$ cat src/rtl/sfx_pkg.sv
// -----------------------------------------------------------------------------
// sfx_pkg
// Shared definitions for the one-shot sound-effect scheduler:
//   - scheduler state encoding (IDLE / WAIT_EDGE / HOLD)
//   - default sfx code width
//   - SFX_NONE: the "no effect" code, never queued or launched
//   - width of the note-tick hold counter (covers HOLD_NOTES up to 15)
// -----------------------------------------------------------------------------
package sfx_pkg;

  localparam int SFX_W_DEF = 16;
  localparam int SFX_NONE  = 0;
  localparam int HOLD_W    = 4;

  typedef enum logic [1:0] {
    IDLE      = 2'd0,
    WAIT_EDGE = 2'd1,
    HOLD      = 2'd2
  } state_t;

endpackage

$ cat src/rtl/sfx_fifo.sv
// -----------------------------------------------------------------------------
// sfx_fifo
// Small synchronous FIFO holding queued sfx codes.
// Ports:
//   clk, reset   : clock, synchronous active-high reset (pointers/count only)
//   i_push       : write i_data (ignored while full)
//   i_pop        : advance read pointer (ignored while empty)
//   i_flush      : discard all entries; overrides push and pop
//   i_data       : code to write
//   o_head       : code at the read pointer (valid while o_count != 0)
//   o_count      : occupancy, 0..DEPTH
//   o_full       : occupancy equals DEPTH
// Parameters: DEPTH (power of two, 2..16), SFX_W.
// -----------------------------------------------------------------------------
module sfx_fifo #(
  parameter int DEPTH = 4,
  parameter int SFX_W = 16
) (
  input  logic                     clk,
  input  logic                     reset,
  input  logic                     i_push,
  input  logic                     i_pop,
  input  logic                     i_flush,
  input  logic [SFX_W-1:0]         i_data,
  output logic [SFX_W-1:0]         o_head,
  output logic [$clog2(DEPTH):0]   o_count,
  output logic                     o_full
);

  localparam int AW = $clog2(DEPTH);

  logic [SFX_W-1:0] r_mem [DEPTH];
  logic [AW-1:0]    r_wr;
  logic [AW-1:0]    r_rd;
  logic [AW:0]      r_count;
  logic             w_push_ok;
  logic             w_pop_ok;

  assign o_full    = (r_count == (AW+1)'(DEPTH));
  assign w_push_ok = i_push & ~o_full;
  assign w_pop_ok  = i_pop & (r_count != '0);
  assign o_head    = r_mem[r_rd];
  assign o_count   = r_count;

  // Pointers are AW bits wide, so they wrap modulo DEPTH on their own.
  always_ff @(posedge clk) begin
    if (reset || i_flush) begin
      r_wr    <= '0;
      r_rd    <= '0;
      r_count <= '0;
    end else begin
      if (w_push_ok) r_wr <= r_wr + 1'b1;
      if (w_pop_ok)  r_rd <= r_rd + 1'b1;
      case ({w_push_ok, w_pop_ok})
        2'b10:   r_count <= r_count + 1'b1;
        2'b01:   r_count <= r_count - 1'b1;
        default: r_count <= r_count;
      endcase
    end
  end

  // Storage is data only; stale contents are unreachable after reset.
  always_ff @(posedge clk) begin
    if (w_push_ok && !i_flush) r_mem[r_wr] <= i_data;
  end

endmodule

$ cat src/rtl/sfx_scheduler.sv
// -----------------------------------------------------------------------------
// sfx_scheduler
// Queues sound-effect requests and launches them one at a time on the
// one-shot path, aligned to note-clock rising edges with HOLD_NOTES note ticks
// of quiet after every launch.
// Ports:
//   clk          : slow audio clock (chip_clk domain)
//   reset        : synchronous, active-high
//   note_clk     : note clock level from the beat counter (same domain)
//   req_valid    : request strobe from game logic
//   req_sfx      : requested code; zero is dropped
//   req_urgent   : (SFX_SCHEDULER_PREEMPT_EN only) flush queue and launch
//                  this code on the next note edge
//   req_ready    : queue can accept a request this cycle
//   send_oneshot : one-cycle launch pulse
//   sfx          : code of the current/last launch, held between launches
//   busy         : scheduler not in IDLE
//   fifo_count   : queue occupancy
// Build option: define SFX_SCHEDULER_PREEMPT_EN to add urgent preemption.
// -----------------------------------------------------------------------------
module sfx_scheduler
  import sfx_pkg::*;
#(
  parameter int DEPTH      = 4,
  parameter int SFX_W      = SFX_W_DEF,
  parameter int HOLD_NOTES = 2
) (
  input  logic                   clk,
  input  logic                   reset,
  input  logic                   note_clk,
  input  logic                   req_valid,
`ifdef SFX_SCHEDULER_PREEMPT_EN
  input  logic                   req_urgent,
`endif
  input  logic [SFX_W-1:0]       req_sfx,
  output logic                   req_ready,
  output logic                   send_oneshot,
  output logic [SFX_W-1:0]       sfx,
  output logic                   busy,
  output logic [$clog2(DEPTH):0] fifo_count
);

  state_t              r_state;
  state_t              w_state_nxt;
  logic                r_note_q;
  logic                w_note_rise;
  logic                r_send;
  logic [SFX_W-1:0]    r_sfx;
  logic [HOLD_W-1:0]   r_hold;
  logic                w_push;
  logic                w_pop;
  logic                w_flush;
  logic                w_launch;
  logic [SFX_W-1:0]    w_launch_code;
  logic [SFX_W-1:0]    w_head;
  logic                w_full;
  logic                w_code_ok;
`ifdef SFX_SCHEDULER_PREEMPT_EN
  logic                w_urgent;
  logic                r_pre_vld;
  logic [SFX_W-1:0]    r_pre_code;
`endif

  assign w_note_rise  = note_clk & ~r_note_q;
  assign w_code_ok    = (req_sfx != SFX_W'(SFX_NONE));
  assign req_ready    = ~w_full;
  assign send_oneshot = r_send;
  assign sfx          = r_sfx;
  assign busy         = (r_state != IDLE);
`ifdef SFX_SCHEDULER_PREEMPT_EN
  assign w_urgent     = req_valid & req_urgent & w_code_ok;
`endif

  sfx_fifo #(
    .DEPTH (DEPTH),
    .SFX_W (SFX_W)
  ) u_fifo (
    .clk     (clk),
    .reset   (reset),
    .i_push  (w_push),
    .i_pop   (w_pop),
    .i_flush (w_flush),
    .i_data  (req_sfx),
    .o_head  (w_head),
    .o_count (fifo_count),
    .o_full  (w_full)
  );

  always_ff @(posedge clk) begin
    if (reset) r_state <= IDLE;
    else       r_state <= w_state_nxt;
  end

  always_comb begin
    w_state_nxt   = r_state;
    w_launch      = 1'b0;
    w_pop         = 1'b0;
    w_flush       = 1'b0;
    w_push        = req_valid & req_ready & w_code_ok;
    w_launch_code = w_head;
    case (r_state)
      // Edges seen while still in IDLE are deliberately ignored.
      IDLE: begin
        if (fifo_count != '0) w_state_nxt = WAIT_EDGE;
      end
      WAIT_EDGE: begin
        if (w_note_rise) begin
          w_launch    = 1'b1;
          w_state_nxt = HOLD;
`ifdef SFX_SCHEDULER_PREEMPT_EN
          if (r_pre_vld) w_launch_code = r_pre_code;
          else           w_pop         = 1'b1;
`else
          w_pop = 1'b1;
`endif
        end
      end
      HOLD: begin
        if (w_note_rise && r_hold <= HOLD_W'(1)) w_state_nxt = IDLE;
      end
      default: w_state_nxt = IDLE;
    endcase
`ifdef SFX_SCHEDULER_PREEMPT_EN
    // Urgent request wins over everything else happening this cycle.
    if (w_urgent) begin
      w_state_nxt = WAIT_EDGE;
      w_launch    = 1'b0;
      w_pop       = 1'b0;
      w_push      = 1'b0;
      w_flush     = 1'b1;
    end
`endif
  end

  always_ff @(posedge clk) begin
    if (reset) begin
      r_note_q  <= 1'b0;
      r_send    <= 1'b0;
      r_sfx     <= SFX_W'(SFX_NONE);
      r_hold    <= '0;
`ifdef SFX_SCHEDULER_PREEMPT_EN
      r_pre_vld <= 1'b0;
`endif
    end else begin
      r_note_q <= note_clk;
      r_send   <= w_launch;
      if (w_launch) begin
        r_sfx  <= w_launch_code;
        r_hold <= HOLD_W'(HOLD_NOTES);
      end else if (r_state == HOLD && w_note_rise && r_hold != '0) begin
        r_hold <= r_hold - 1'b1;
      end
`ifdef SFX_SCHEDULER_PREEMPT_EN
      if (w_urgent) begin
        r_hold    <= '0;
        r_pre_vld <= 1'b1;
      end else if (w_launch) begin
        r_pre_vld <= 1'b0;
      end
`endif
    end
  end

`ifdef SFX_SCHEDULER_PREEMPT_EN
  always_ff @(posedge clk) begin
    if (w_urgent) r_pre_code <= req_sfx;
  end
`endif

endmodule

$ cat config.mk
export PLATFORM = sky130hd
export DESIGN_NAME = sfx_scheduler
export DESIGN_NICKNAME = d
export VERILOG_FILES = /design/src/rtl/sfx_pkg.sv /design/src/rtl/sfx_fifo.sv /design/src/rtl/sfx_scheduler.sv
export SDC_FILE = /design/constraint.sdc
export NUM_CORES = 1
export LEC_CHECK = 0
export ABC_AREA = 0
export ABC_CLOCK_PERIOD_IN_PS = 2950
export BUFFER_PORTS_ARGS = -buffer_cell sky130_fd_sc_hd__buf_2
export CORE_MARGIN = 5
export CORE_UTILIZATION = 33
export CTS_BUF_LIST = sky130_fd_sc_hd__clkbuf_2 sky130_fd_sc_hd__clkbuf_4 sky130_fd_sc_hd__clkbuf_8
export CTS_CLUSTER_SIZE = 8
export DETAILED_ROUTE_END_ITERATION = 10
export HOLD_SLACK_MARGIN = 0.15
export SYNTH_ARGS = -nofsm -noshare
export SYNTH_HDL_FRONTEND = slang
export SYNTH_SLANG_ARGS = --single-unit
$ cat constraint.sdc
create_clock -name clk -period 2.95 [get_ports clk]
set_input_delay 0.1475 -clock clk [delete_from_list [all_inputs] [get_ports clk]]
set_output_delay 0.1475 -clock clk [all_outputs]
set_load 0.005 [all_outputs]
======== Word-level counts from Yosys, hierarchy flattened ========
Memories as Yosys holds them, arrays and structs flattened. A register that Yosys moved wholly into a read port is not among the register bits.
Index checks and enable logic that the tools add are counted.
operators by class
  reductions and logical operators ........ 12
  add/subtract/negate cells ............... 5
  magnitude comparators ................... 1
  eq/ne operators ......................... 8
  bitwise gates (word level) .............. 7
  muxes and demuxes ....................... 11
operator list
  kind                                                                   number
  16-bit nonzero test                                                    1
  2-bit two-way mux                                                      5
  2-bit != test, second input constant                                   3
  2-bit one-hot mux with 3 select lines                                  1
  3-bit one-hot mux with 2 select lines                                  1
  2-bit nonzero test                                                     3
  1-bit bitwise AND                                                      5
  2-bit by 1-bit adder with 2-bit output, second input constant          2
  2-bit by 1-bit equality test with 1-bit output, second input constant  2
  2-bit equality test, second input constant                             2
  4-bit by 1-bit <= comparator with 1-bit output, second input constant  1
  1-bit two-way mux                                                      4
  4-bit nonzero test                                                     1
  4-bit by 1-bit subtractor with 4-bit output, second input constant     1
  3-bit by 1-bit adder with 3-bit output, second input constant          1
  3-bit equality test, second input constant                             1
  1-bit logical AND                                                      3
  3-bit AND reduction                                                    1
  3-bit nonzero test                                                     1
  3-bit by 1-bit subtractor with 3-bit output, second input constant     1
  2-bit zero test                                                        1
  1-bit NOT                                                              2
  2-bit OR reduction                                                     1
storage, ports and cells
  bits in registers ....................... 15
  input port bits ......................... 20
  memory bits (writable) .................. 64
  memories ................................ 1
  word-level logic and storage cells ...... 53
  output and inout port bits .............. 22
memory list
  memory        words  width  rd ports  clocked after Yosys merged registers in  wr ports  line            text
  u_fifo.r_mem  4      16     1         1                                        1         sfx_fifo.sv:32  logic [SFX_W-1:0] r_mem [DEPTH];

======== Logic depth before layout (Yosys ltp) ========
  depth in word-level cells ............... 7
  gate-level depth with buffers ........... 11
  depth with buffers taken out ............ 10

======== By module ========
A second synthesis with hierarchy kept.
unflattened totals
  cells, all modules ...................... 224
  area, all modules ....................... 3789.9 µm²
modules (own cells, without submodules)
  module         seq. area each (µm²)  instances  cells an instance  area an instance (µm²)
  sfx_fifo       2102.0                1          136                2825.2
  sfx_scheduler  480.5                 1          88                 964.7

======== Worst setup path before layout ========
OpenSTA, ideal clock, no wires.
  kind .................................... reg-to-reg
  start point ............................. reg u_fifo.r_count[0] (netlist: u_fifo.o_count[0])
  end point ............................... reg u_fifo.r_count[2] (netlist: u_fifo.o_count[2])
  required time ........................... 2.879 ns
  arrival ................................. 2.031 ns
  setup slack ............................. 0.848 ns
  stages on the path, launching flop included .. 12
  library setup time ...................... 0.071 ns
  path through ............................ dfxtp_1 -> inv_1 -> nand3_1 -> and3_1 -> buf_6 -> inv_1 -> ha_1 -> inv_1 -> fa_1 -> xor2_1 -> or3_1 -> a21oi_1
on the way
  longest elaborated chain between the ends .. 7
  elaborated cells between the ends (all ways) .. 13
  classes of those cells .................. 2 x add/sub; 3 x eq/ne; 1 x mux; 5 x bitwise; 2 x reduce/logical
RTL lines
  item                                                                                          line                 text
  start, declared                                                                               sfx_fifo.sv:35       logic [AW:0] r_count;
  start signal, assigned                                                                        sfx_fifo.sv:55       2'b10: r_count <= r_count + 1'b1;
  start signal, assigned                                                                        sfx_fifo.sv:56       2'b01: r_count <= r_count - 1'b1;
  start signal, assigned                                                                        sfx_fifo.sv:57       default: r_count <= r_count;
  3-bit equality test (*)                                                                       sfx_fifo.sv:39       assign o_full = (r_count == (AW+1)'(DEPTH));
  1-bit NOT (*)                                                                                 sfx_scheduler.sv:66  assign req_ready = ~w_full;
  net req_ready                                                                                 sfx_scheduler.sv:36  output logic req_ready,
  1-bit bitwise AND (2 in series)                                                               sfx_scheduler.sv:99  w_push = req_valid & req_ready & w_code_ok;
  1-bit bitwise AND (*)                                                                         sfx_fifo.sv:40       assign w_push_ok = i_push & ~o_full;
  2-bit by 1-bit equality test with 1-bit output / 2-bit equality test (equally long branches)  sfx_fifo.sv:54       case ({w_push_ok, w_pop_ok})
  3-bit one-hot mux with 2 select lines / 2-bit nonzero test (equally long branches)            --
The timed path passes the listed nets; every way through them passes the cells marked *.
A chain may end at the register's enable or synchronous reset.

======== Worst setup path after layout ========
  start point ............................. in req_sfx[10]
  end point ............................... reg u_fifo.r_count[2] (netlist: u_fifo.o_count[2])
on the way
  longest elaborated chain between the ends .. 5
  elaborated cells between the ends (all ways) .. 7
  classes of those cells .................. 2 x eq/ne; 1 x mux; 2 x bitwise; 2 x reduce/logical
RTL lines
  item                                                                                          line                 text
  start, declared                                                                               sfx_scheduler.sv:35  input logic [SFX_W-1:0] req_sfx,
  16-bit nonzero test (*)                                                                       sfx_scheduler.sv:65  assign w_code_ok = (req_sfx != SFX_W'(SFX_NONE));
  1-bit bitwise AND (*)                                                                         sfx_scheduler.sv:99
  1-bit bitwise AND (*)                                                                         sfx_fifo.sv:40
  2-bit by 1-bit equality test with 1-bit output / 2-bit equality test (equally long branches)  sfx_fifo.sv:54
  3-bit one-hot mux with 2 select lines / 2-bit nonzero test (equally long branches)            --
Every way passes the cells marked *; elsewhere a longest branch is shown, timed or not.

==> flow_summary.toml <==
[hold_path]
hold_path_class = "input port to register"
hold_end = "u_fifo.o_count[0]"
min_path_cells = 2
worstHoldStart = "reset"

[power]
p_clk_frac = 0.296
p_int_uw = 1927
p_sw_uw = 620.5
p_seq_frac = 0.600
sw_frac_of_total = 0.2436
power_density_nw_per_um2 = 578.2
vdd_drop_max_v = 0.0001817
p_comb_frac = 0.104
leakage_uw = 0.001519

[finish]
layout_common_cells = "64 x edfxtp_1, 41 x buf_2, 32 x nand2_1"
area_growth_pct = 17.60
layoutNonFillerInstCount = 455
drive_gt1_frac = 0.2724
nNetsFinal = 336
diodes = 0
nFillCells = 1067
final_common_cell = "edfxtp_1"
fin_area_sq_um = 4405

[critical_path]
path_class = "input port to register"
end_kind = "register"
worst-r2r-cell-count = 10
reg2reg_to = "u_fifo.o_count[2]"
path_buf_inv = 4
worstPathCellList = "dlygate4sd3_1 > buf_2 > nor4_2 > nand4_1 > and3_1 > inv_1 > ha_1 > inv_1 > fa_1 > xor2_1 > or3_1 > a21oi_1"
cpMaxStageDelayCell = "dlygate4sd3_1"
critical_path.top_delay_family = "simple AND/OR/NAND/NOR gates"
crit_fanout = 7
r2r_slack_ns = 0.71
cpMostUsedCell = "inv_1"
rr_startpoint = "u_fifo.o_count[0]"
cp_slowest_stage_delay_ns = 0.53
crit_arrival_ns = 2.92
start_kind = "input port"
cp_data_required_time_ns = 3.24

[sta]
fin_crit_ns = 2.629
worst_pin_slew_ns = 0.9250
fmax_ghz = 0.3804
fin_skew_ns = 0.01485
slew_headroom = 0.3825
finalSetupTns_ns = 0
rsz0062_at_grt = "no"
holdWs_ns = 0.2773
finalSetupViolCount = 0
hold_violations = 0
fin_crit_sh = 0.8911
slew_viol_final = 0

[run_status]
status = "completed"

[floorplan]
die_w_um = 116.5
die_area_sq_um = 13580
io_pins = 42
initial_core_util = 0.3323
die_y_um = 116.5
fp.coreArea_sq_um = 11270
row_count = 39

[yosys]
syn_avg_cell_area_sq_um = 15.11
synth_mux_area_frac = 0.1029
syn_inst = 248
synthSimpleGateAreaFrac = 0.1072
ys_warn_count = 0
synth_top_family_by_area = "simple AND/OR/NAND/NOR gates"
synth_edf_count = 64
yosysTopAreaCellShare = 0.5130
synth_area_sq_um = 3746
synth_compound_area_frac = 0.03373
syn-num-nets = 277
ys.flop_type = "edfxtp_1"
synth_adder_area_share = 0.03206
synth_area_leaders = "edfxtp_1 51%, dfxtp_1 17%, mux4_2 9.6%"
yosysTopAreaCell = "edfxtp_1"
synthDistinctLibCells = 39
async_flop_share = 0
synth-xor-area-share = 0.01637
seq_area_frac_synth = 0.6787
synth-seq-cells = 95

[place]
place.gp.congestion = 0.7168
numPortBuffers = 41
place_inst = 422
placed_area_sq_um = 4066
post-dp-hpwl_mm = 4.822

[clock_tree]
cts.sinks = 95
postCtsSetupBuffers = 0
path_clk_slew_ns = 0.09
htree_levels = 3
cts_hold_buf = 17
root_buffer = "clkbuf_8"
cts-resized-gates = 0
cts_tree = "built"
cts_buffer_depth = 2
clock_latency_ns = 0.36
cts_buffers = 9

[global_route]
antenna_found_initial = 0
grt_overflow = 0
grt_pass1_vias = 2178
grt_util_all_layers = 0.1190
grt_pass1_wl_mm = 11.90
grt_max_degree = 34

[run]
max_cap_viol_count = 0

[detailed_routing]
routedWlPerCell_um = 16.42
firstDrtPassIters = 4
routed_wl_mm = 7.469
drc = 0
drt-initial-drc-count = 99
avgViaCountPerCell = 4.754
vias = 2163
drtAntennaViolNets = 0
## per-layer routing
| layer | up-vias | GRT usage | share of wire |
|---|---|---|---|
| met3 | 11 | 0.03109 | 0.046 |
| met5 | - | 0 | 0 |
| met2 | 43 | 0.1907 | 0.50 |
| met4 | 0 | 0.04969 | 0.015 |
| met1 | 1083 | 0.1538 | 0.44 |
| li1 | 1026 | - | - |
## registers in the layout, summed over array words and instances, names as in the netlist
register	count
u_fifo.r_mem	64
sfx	16
r_hold	4
u_fifo.o_count	3
r_state	2
u_fifo.r_rd	2
u_fifo.r_wr	2
r_note_q	1
send_oneshot	1
## stage by stage
stage,power [uW],setup slack [ns],util
after detailed placement,1816,0.5114,0.3608
after CTS,2583,0.3364,0.3908
after global placement,1805,0.5715,0.3608
final,2547,0.3213,0.3908
after floorplan,1714,0.8484,-
after global routing,2684,0.2009,0.3908
## how the worst max path moves through the flow
stage,slack [ns],to,depth (start not counted),startpoint
floorplan,0.85,u_fifo.o_count[2],11,u_fifo.o_count[0]
global placement,0.57,u_fifo.o_count[2],11,req_sfx[10]
detailed placement,0.51,u_fifo.o_count[2],11,req_sfx[10]
CTS,0.34,u_fifo.o_count[2],12,req_sfx[10]
global route,0.20,u_fifo.o_count[2],12,req_sfx[2]
finish,0.32,u_fifo.o_count[2],12,req_sfx[10]
## kinds of logic after synthesis
| logic type | count (synthesis) |
|---|---|
| AO/OA/AOI/OAI | 24 |
| adder cells (fa/ha/maj) | 9 |
| multiplexers | 18 |
| buffers and inverters | 20 |
| XOR/XNOR | 7 |
| AND/OR/NAND/NOR | 75 |
| flip-flops | 95 |
## final cells by class
cell class                      count  area (sq um)  share of cell area
Clock buffer                       10         131.4             0.02982
Clock inverter                      6         37.54            0.008520
Inverter                            8         30.03            0.006816
Multi-Input combinational cell    133          1095              0.2485
Sequential cell                    95          2542              0.5771
Tap cell                          143         178.9             0.04061
Timing Repair Buffer               60         390.4             0.08861
## power by group through the flow
| stage | Clock (uW) | Sequential, uW | Combinational [uW] |
|---|---|---|---|
| after global placement | 0 | 1560 | 249 |
| after global routing | 845 | 1540 | 301 |
| final | 754 | 1530 | 266 |
| after CTS | 781 | 1530 | 273 |
| after floorplan | 0 | 1550 | 161 |
| after detailed placement | 0 | 1560 | 256 |
## synth_stat cells, drive strengths merged, types with 2 or more instances
cell type  instances
a21oi             20
and2               5
buf                9
clkbuf             3
dfxtp             31
edfxtp            64
ha                 8
inv                8
mux4              16
nand2             32
nand2b             2
nand3              4
nor2              10
nor2b              2
nor3               5
nor4               5
o21ai              2
xnor2              3
xor2               4
No activity file was read; power rests on OpenSTA's default activity.
